**config.mk**
```make
export PLATFORM = sky130hd
export DESIGN_NAME = instr_sequencer
export DESIGN_NICKNAME = d
export VERILOG_FILES = /design/src/rtl/instr_sequencer.sv
export SDC_FILE = /design/constraint.sdc
export NUM_CORES = 1
export LEC_CHECK = 0
export ABC_CLOCK_PERIOD_IN_PS = 7900
export CORE_AREA = 10 10 204 255
export CTS_BUF_LIST = sky130_fd_sc_hd__clkbuf_2
export DETAILED_ROUTE_END_ITERATION = 8
export DIE_AREA = 0 0 214 265
export PLACE_DENSITY = 0.47
export SLEW_MARGIN = 20
export SYNTH_ARGS = -nofsm -noshare
export SYNTH_HDL_FRONTEND = slang
export SYNTH_SLANG_ARGS = --single-unit
export TNS_END_PERCENT = 20
```
**constraint.sdc**
```tcl
create_clock -name CLK100MHZ -period 7.9 [get_ports CLK100MHZ]
set_clock_uncertainty 0.2 [all_clocks]
set_input_delay 0.79 -clock CLK100MHZ [delete_from_list [all_inputs] [get_ports CLK100MHZ]]
set_output_delay 0.79 -clock CLK100MHZ [all_outputs]
set_load 0.02 [all_outputs]
```
**src/rtl/instr_sequencer.sv**
```systemverilog
// Program-driven instruction source: plays a small instruction RAM onto INSTR with a timed EXEC strobe.
// Optional single-step mode (adds STEP input and PAUSE state) is enabled by defining SEQ_SINGLE_STEP_EN.
module instr_sequencer #(
  parameter int         ADDR_W       = 4,
  parameter int         SETUP_CYCLES = 4,
  parameter int         PULSE_CYCLES = 2,
  parameter int         HOLD_CYCLES  = 8,
  parameter logic [3:0] HALT_OPCODE  = 4'hF
) (
  input  logic              CLK100MHZ,
  input  logic              RESET,
  input  logic              PROG_WE,
  input  logic [ADDR_W-1:0] PROG_ADDR,
  input  logic [15:0]       PROG_DATA,
  input  logic              START,
`ifdef SEQ_SINGLE_STEP_EN
  input  logic              STEP,
`endif
  output logic [15:0]       INSTR,
  output logic              EXEC,
  output logic [ADDR_W-1:0] PC,
  output logic              BUSY,
  output logic              DONE
);

  localparam int DEPTH   = 2 ** ADDR_W;
  localparam int MAX_CYC = (SETUP_CYCLES > PULSE_CYCLES)
                           ? ((SETUP_CYCLES > HOLD_CYCLES) ? SETUP_CYCLES : HOLD_CYCLES)
                           : ((PULSE_CYCLES > HOLD_CYCLES) ? PULSE_CYCLES : HOLD_CYCLES);
  localparam int CNT_W   = $clog2(MAX_CYC + 1);

  localparam logic [CNT_W-1:0]  SETUP_LAST = CNT_W'(SETUP_CYCLES - 1);
  localparam logic [CNT_W-1:0]  PULSE_LAST = CNT_W'(PULSE_CYCLES - 1);
  localparam logic [CNT_W-1:0]  HOLD_LAST  = CNT_W'(HOLD_CYCLES - 1);
  localparam logic [ADDR_W-1:0] PC_LAST    = '1;

  // S_LOAD is the one-cycle fetch of word 0 before the first instruction is presented.
  typedef enum logic [2:0] {
    S_IDLE,
    S_LOAD,
    S_SETUP,
    S_FIRE,
    S_HOLD,
    S_DONE
`ifdef SEQ_SINGLE_STEP_EN
    , S_PAUSE
`endif
  } state_t;

  state_t            state_q;
  logic [CNT_W-1:0]  cnt_q;
  logic [15:0]       instr_q;
  logic              exec_q;
  logic [ADDR_W-1:0] pc_q;
  logic              busy_q;
  logic              done_q;

  logic [15:0]       mem_q [0:DEPTH-1];
  logic [15:0]       rd_data_q;
  logic [ADDR_W-1:0] rd_addr_d;
  logic              wr_en_d;
  logic              idle_like_d;
  logic              rd_is_halt_d;

`ifdef SEQ_SINGLE_STEP_EN
  logic step_q;
  logic step_rise_d;
  assign step_rise_d = STEP && !step_q;
`endif

  always_comb begin
    idle_like_d = (state_q == S_IDLE) || (state_q == S_DONE);
    wr_en_d     = PROG_WE && idle_like_d;
    rd_addr_d   = pc_q;
    if (idle_like_d) begin
      rd_addr_d = '0;
    end else if (state_q == S_HOLD) begin
      rd_addr_d = pc_q + ADDR_W'(1);
    end
    rd_is_halt_d = (rd_data_q[15:12] == HALT_OPCODE);
  end

  // Write-first read port so a write landing with START is seen by the fetch of word 0.
  always_ff @(posedge CLK100MHZ) begin
    if (wr_en_d) begin
      mem_q[PROG_ADDR] <= PROG_DATA;
    end
    if (wr_en_d && (PROG_ADDR == rd_addr_d)) begin
      rd_data_q <= PROG_DATA;
    end else begin
      rd_data_q <= mem_q[rd_addr_d];
    end
  end

  always_ff @(posedge CLK100MHZ) begin
    if (RESET) begin
      state_q <= S_IDLE;
      cnt_q   <= '0;
      instr_q <= '0;
      exec_q  <= 1'b0;
      pc_q    <= '0;
      busy_q  <= 1'b0;
      done_q  <= 1'b0;
`ifdef SEQ_SINGLE_STEP_EN
      step_q  <= 1'b0;
`endif
    end else begin
`ifdef SEQ_SINGLE_STEP_EN
      step_q <= STEP;
`endif
      case (state_q)
        S_IDLE, S_DONE: begin
          if (START) begin
            pc_q    <= '0;
            done_q  <= 1'b0;
            state_q <= S_LOAD;
          end
        end
        S_LOAD: begin
          if (rd_is_halt_d) begin
            done_q  <= 1'b1;
            state_q <= S_DONE;
          end else begin
            instr_q <= rd_data_q;
            cnt_q   <= '0;
            busy_q  <= 1'b1;
            state_q <= S_SETUP;
          end
        end
        S_SETUP: begin
          if (cnt_q == SETUP_LAST) begin
            cnt_q   <= '0;
            exec_q  <= 1'b1;
            state_q <= S_FIRE;
          end else begin
            cnt_q <= cnt_q + 1'b1;
          end
        end
        S_FIRE: begin
          if (cnt_q == PULSE_LAST) begin
            cnt_q   <= '0;
            exec_q  <= 1'b0;
            state_q <= S_HOLD;
          end else begin
            cnt_q <= cnt_q + 1'b1;
          end
        end
        S_HOLD: begin
          if (cnt_q == HOLD_LAST) begin
            cnt_q <= '0;
            // rd_data_q already holds word PC+1, prefetched during HOLD.
            if ((pc_q == PC_LAST) || rd_is_halt_d) begin
              busy_q  <= 1'b0;
              done_q  <= 1'b1;
              state_q <= S_DONE;
            end else begin
              pc_q    <= pc_q + ADDR_W'(1);
              instr_q <= rd_data_q;
`ifdef SEQ_SINGLE_STEP_EN
              state_q <= S_PAUSE;
`else
              state_q <= S_SETUP;
`endif
            end
          end else begin
            cnt_q <= cnt_q + 1'b1;
          end
        end
`ifdef SEQ_SINGLE_STEP_EN
        S_PAUSE: begin
          if (step_rise_d) begin
            cnt_q   <= '0;
            state_q <= S_SETUP;
          end
        end
`endif
        default: begin
          state_q <= S_IDLE;
        end
      endcase
    end
  end

  assign INSTR = instr_q;
  assign EXEC  = exec_q;
  assign PC    = pc_q;
  assign BUSY  = busy_q;
  assign DONE  = done_q;

endmodule

```
==> flow_summary.yaml, run 1 <==
clock_tree:
  cts.reportedPaths.clkPinSlew_ns: 0.10
  cts_buffers: 74
  cts_tree: "yes"
  htree_levels: 3
  cts.sinks: 290
  hold_buffers: 0
  postCtsSetupBuffers: 0
  clockBufferDepth: 3
  clock_latency_ns: 0.84
  cts-root-buf: "clkbuf_2"
  cts-resized-gates: 0
min_path:
  min_path_type: "register to register"
setup_path:
  cp_max_fo: 45
  critical_path_arrival_ns: 4.80
  critPathKind: "register to register"
  crit_path_end_kind: "register"
  critPathSlowestCell: "dfxtp_4"
  cp-start-kind: "register"
  crit_chain: "buf_4, mux4_2, a22o_2, o22ai_1, o21a_1, o21ai_0, a21boi_1"
  worstPathRequired_ns: 8.48
  max_stage_delay_ns: 0.98
logic_synthesis:
  ys_types: 63
  synth_fp_nets: 637
  ys.flop_type: "edfxtp_1"
  muxShareOfSynthArea_pct: 14.9
  synthSimpleGateAreaFrac_pct: 4.93
  synthCells: 609
  synth_seq_cells: 290
  synth_compound_area_share_pct: 5.66
  netlist_area_um2: 11600
  synth_xor_area_share_pct: 0.226
  post_synth.cell_area_avg_um2: 19.1
  seq_area_frac_synth_pct: 72.0
  synth_fa_ha_area_share_pct: 0.430
  synth-edff-count: 256
  ys_warn_count: 0
  synth_top_family_by_area: "multiplexers"
  async_flop_share_pct: 0
timing:
  maxSlewViolCount: 0
  holdWs_ns: 0.284
  tns_ns: 0
  fmax_ghz: 0.237
  final.period_utilization_pct: 53.4
  max-slew-margin-rel_pct: 35.9
  tightest_slew_ns: 0.962
  setup_viol: 0
  rsz0062_at_grt: "false"
  period_needed_ns: 4.22
  hold_viol_final: 0
floorplan:
  die_h_um: 265
  die_area_um2: 56700
  ios: 47
  coreArea_um2: 46900
  start_util_pct: 24.8
  fp-row-count: 89
  die_w_um: 214
global_route:
  overflow: 0
  grt_pass1_wl_mm: 43.3
  grt_pass1_vias: 6676
  grt_max_degree: 53
  met3_usage_pct: 3.13
  use_met2_pct: 17.2
  grt.met1_usage_pct: 12.0
  antenna_found_initial: 2
  busiest_layer: "met2"
  track_usage_pct: 10.2
route:
  vias: 6176
  drt_iter0_markers: 346
  viasPerCell: 4.36
  wl_per_cell_um: 20.4
  drt_pass1_iterations: 4
  drc: 0
  drtAntennaViolNets: 0
  drt-total-wl_mm: 28.9
finish:
  fin_nets: 748
  area.growth.synth_to_final_pct: 17.3
  fill_cells: 4662
  drive_gt1_share_pct: 33.9
pwr:
  ir_drop_uv: 90.8
  p_per_area_nw_per_um2: 246
  p_leak_uw: 0.00419
status:
  status: "finished clean"
placement:
  dp_hpwl_mm: 16.9
  port_buffers: 46
  place_congestion: 0.787
flow_run:
  drv_cap: 0
==> layout make-up <==
| type | instances | area, um^2 | share of cell area [%] |
|---|---|---|---|
| Antenna cell | 2 | 5.00 | 0.0367 |
| Clock buffer | 100 | 500 | 3.67 |
| Clock inverter | 32 | 234 | 1.72 |
| Inverter | 7 | 26.3 | 0.193 |
| Multi-Input combinational cell | 281 | 3090 | 22.7 |
| Sequential cell | 290 | 8380 | 61.4 |
| Tap cell | 637 | 797 | 5.84 |
| Timing Repair Buffer | 66 | 611 | 4.48 |
==> critical path: cells and delay by family (launching register included) <==
kind,cells,cell delay [ns]
compound gates,5,1.70
buf+inv,1,0.61
flops,1,0.98
mux,1,0.57
==> metal layers <==
layer / wire (um) / vias to the layer above
li1: - / 2766
met1: 12300 / 3212
met2: 14500 / 160
met3: 1530 / 38
met4: 551 / 0
met5: 0 / -
==> worst paths after layout <==
| path | start | to | slack (ns) | cells after the start |
|---|---|---|---|---|
| setup reg to reg | register | state_q[1]$_SDFFE_PP0P_ | 3.68 | 7 |
| hold / removal | BUSY$_SDFFE_PP0P_ | BUSY$_SDFFE_PP0P_ | 0.28 | 2 |
| setup / recovery | register | state_q[1]$_SDFFE_PP0P_ | 3.68 | 7 |
| hold reg to reg | BUSY$_SDFFE_PP0P_ | BUSY$_SDFFE_PP0P_ | 0.28 | 2 |
==> cells by family (layout without fill, tap and decap cells) <==
kind of cell / after synthesis / in the layout
flip-flops: 290 / 290
AO/OA/AOI/OAI: 85 / 85
AND/OR/NAND/NOR: 103 / 103
other: 0 / 2
multiplexers: 86 / 86
buffers and inverters: 38 / 205
adder cells (fa/ha/maj): 4 / 4
XOR/XNOR: 3 / 3
==> synth_stat cells, drive strengths merged (2+ instances only) <==
| library cell | instances | area [um^2] |
|---|---|---|
| nand2 | 24 | 95.1 |
| a31oi | 3 | 33.8 |
| o21ai | 25 | 129 |
| o21a | 5 | 37.5 |
| nor3 | 13 | 96.4 |
| or3 | 3 | 18.8 |
| or2 | 2 | 12.5 |
| xor2 | 3 | 26.3 |
| nand3 | 18 | 145 |
| edfxtp | 256 | 7690 |
| a221oi | 7 | 61.3 |
| buf | 12 | 125 |
| clkbuf | 19 | 71.3 |
| nand2b | 4 | 25.0 |
| o22ai | 3 | 18.8 |
| a21oi | 21 | 146 |
| nor2b | 7 | 43.8 |
| mux4 | 69 | 1550 |
| mux2i | 16 | 160 |
| nor2 | 27 | 101 |
| a22o | 2 | 18.8 |
| a22oi | 3 | 41.3 |
| o22a | 2 | 26.3 |
| dfxtp | 34 | 681 |
| inv | 6 | 22.5 |
| ha | 4 | 50.1 |
==> layout by cell type, fill, tap and decap left out, types with 3 or more instances in the layout <==
cell	count
o21a_1	5
o21ai_1	11
nor2_1	15
or3_1	3
nor2b_1	7
clkinv_1	20
edfxtp_1	256
o22ai_1	3
dfxtp_1	32
ha_1	4
bufinv_16	4
nand2b_1	4
inv_1	6
a21oi_2	11
clkbuf_2	100
clkdlybuf4s50_1	46
nor2_2	11
nand3_1	7
nand3_2	11
nor3_1	4
xor2_1	3
o21ai_0	13
buf_4	20
mux4_2	69
a21oi_1	10
nand2_1	22
clkinv_2	7
mux2i_1	16
nor3_2	8
a221oi_1	7
==> stage by stage <==
step	setup WS, ns	util (%)	instance area (um^2)	total power (uW)	std cells
2_1_floorplan	4.66	-	11600	2150	609
3_3_place_gp	3.67	27.5	12900	2320	1281
3_5_place_dp	3.68	27.5	12900	2320	1281
4_1_cts	3.60	29.1	13600	3410	1413
5_1_grt	3.36	29.1	13600	3540	1415
6_report	3.68	29.1	13600	3350	1415
==> where the power goes <==
| part | internal, uW | total [uW] | switching [uW] |
|---|---|---|---|
| clock | 478 | 1080 | 597 |
| sequential | 1730 | 1790 | 56.3 |
| combinational | 188 | 490 | 302 |
| total | 2400 | 3350 | 955 |
==> sequential cells by signal (all words and copies together), names as in the netlist, named ones only <==
name / count
BUSY: 1
DONE: 1
EXEC: 1
INSTR: 16
PC: 4
cnt_q: 4
mem_q: 256
state_q: 3
No activity file was read; power rests on OpenSTA's default activity.
==> run 2, diff against run 1 <==
--- a/config.mk
+++ b/config.mk
@@ -5,12 +5,12 @@
 export SDC_FILE = /design/constraint.sdc
 export NUM_CORES = 1
 export LEC_CHECK = 0
-export ABC_CLOCK_PERIOD_IN_PS = 7900
+export ABC_CLOCK_PERIOD_IN_PS = 3400
 export CORE_AREA = 10 10 204 255
 export CTS_BUF_LIST = sky130_fd_sc_hd__clkbuf_2
 export DETAILED_ROUTE_END_ITERATION = 8
 export DIE_AREA = 0 0 214 265
-export PLACE_DENSITY = 0.47
+export PLACE_DENSITY = 0.49
 export SLEW_MARGIN = 20
 export SYNTH_ARGS = -nofsm -noshare
 export SYNTH_HDL_FRONTEND = slang
==> constraint.sdc (replaced) <==
create_clock -name CLK100MHZ -period 3.4 [get_ports CLK100MHZ]
set_clock_uncertainty 0.2 [all_clocks]
set_input_delay 0.34 -clock CLK100MHZ [delete_from_list [all_inputs] [get_ports CLK100MHZ]]
set_output_delay 0.34 -clock CLK100MHZ [all_outputs]
set_load 0.02 [all_outputs]
==> flow_summary.yaml, run 2 (synthesis results as in run 1) <==
clock_tree:
  hold_buffers: 0
  clockBufferDepth: 3
  cts.sinks: 290
  cts-resized-gates: 0
  postCtsSetupBuffers: 0
  cts_buffers: 75
  cts_tree: "yes"
  clock_latency_ns: 0.85
  htree_levels: 3
  cts-root-buf: "clkbuf_2"
  cts.reportedPaths.clkPinSlew_ns: 0.11
global_route:
  use_met2_pct: 17.8
  met3_usage_pct: 2.87
  grt_pass1_vias: 6622
  grt_pass1_wl_mm: 43.7
  track_usage_pct: 10.3
  grt_max_degree: 38
  overflow: 0
  grt.met1_usage_pct: 11.9
  antenna_found_initial: 1
  busiest_layer: "met2"
timing:
  tightest_slew_ns: 0.700
  period_needed_ns: 2.95
  setup_viol: 0
  tns_ns: 0
  fmax_ghz: 0.339
  maxSlewViolCount: 0
  max-slew-margin-rel_pct: 53.2
  hold_viol_final: 0
  rsz0062_at_grt: "false"
  final.period_utilization_pct: 86.7
min_path:
  min_path_type: "input port to register"
  worstHoldStart: "START"
route:
  drt_iter0_markers: 394
  drt-total-wl_mm: 29.4
  drt_pass1_iterations: 6
  vias: 6201
  wl_per_cell_um: 20.6
  drtAntennaViolNets: 0
  drc: 0
  viasPerCell: 4.34
finish:
  final_cells: 1430
  drive_gt1_share_pct: 36.7
  area.growth.synth_to_final_pct: 18.5
  largest_reg_flops: 256
  layout_common_cells: "256 x edfxtp_1, 110 x clkbuf_2, 69 x mux4_2, 46 x clkdlybuf4s50_1, 42 x buf_4"
  final_util_pct: 29.4
  layout_commonest_cell: "edfxtp_1"
  fin_nets: 773
  top_register: "mem_q"
  final_area_um2: 13800
pwr:
  p_per_area_nw_per_um2: 568
  p_total_uw: 7820
  ir_drop_uv: 227
  p_leak_uw: 0.00431
placement:
  port_buffers: 46
  place_area_um2: 13100
  dp_hpwl_mm: 18.7
  placed_cells: 1305
  place_congestion: 0.761
floorplan:
  die_w_um: 214
  die_h_um: 265
  die_area_um2: 56700
  fp-row-count: 89
  ios: 47
  start_util_pct: 24.8
  coreArea_um2: 46900
setup_path:
  max_stage_delay_ns: 0.67
  crit_path_end_kind: "register"
  crit_chain: "mux2i_1, a221oi_1, o21ai_1, a22o_1, o21ai_2, o21ai_0, a21oi_2"
  cp-start-kind: "register"
  worstPathRequired_ns: 3.97
  cp_max_fo: 26
  critPathSlowestCell: "dfxtp_4"
  critical_path_arrival_ns: 3.52
  critPathKind: "register to register"
status:
  status: "finished clean"
flow_run:
  drv_cap: 0
==> run 2: changes by cell type in the layout (fill, tap and decap cells not counted), moves of 2 or more <==
cell,before,now
buf_12,0,2
buf_4,20,42
clkbuf_2,100,110
clkinv_1,20,8
clkinv_2,7,0
==> run 2: layout make-up <==
type                    instances  area (um^2)
fillers                      4681        33100
flip-flops and latches        290         8370
multi-input cells             281         3090
repair buffers                 90          816
well taps                     637          797
clock buffers                 110          551
clock inverters                13          128
inverters                       7         26.3
diodes                          2         5.00
==> run 2: layer usage <==
metal	wire [um]	part of all wire, %
met1	11900	40
met2	15100	51
met3	1810	6.2
met4	609	2.1
met5	0	0
==> run 2: per-stage QoR <==
| step | worst slack, ns | hold slack (ns) |
|---|---|---|
| after floorplan | 0.161 | 0.239 |
| after global placement | 0.494 | 0.259 |
| after detailed placement | 0.490 | 0.277 |
| after CTS | 0.432 | 0.0478 |
| after global routing | 0.197 | 0.0981 |
| final | 0.451 | 0.139 |
==> run 2: power breakdown <==
| part | internal [uW] | total, uW | switching, uW |
|---|---|---|---|
| registers | 4020 | 4140 | 115 |
| clock network | 1070 | 2440 | 1370 |
| logic | 501 | 1250 | 745 |
| total | 5590 | 7820 | 2230 |
==> run 2: worst paths after layout <==
path / endpoint / slack (ns) / cells past startpoint
hold reg to reg: EXEC$_SDFFE_PP0P_ / 0.29 / 2
setup reg to reg: INSTR[6]$_SDFFE_PP0P_ / 0.45 / 7
setup / recovery: INSTR[6]$_SDFFE_PP0P_ / 0.45 / 7
hold / removal: DONE$_SDFFE_PP0P_ / 0.14 / 3
==> run 2: critical path, delay by kind of cell (launching register included) <==
family	cells	cell delay, ns
AOI/OAI and AO/OA	6	1.80
DFF	1	0.67
muxes	1	0.15
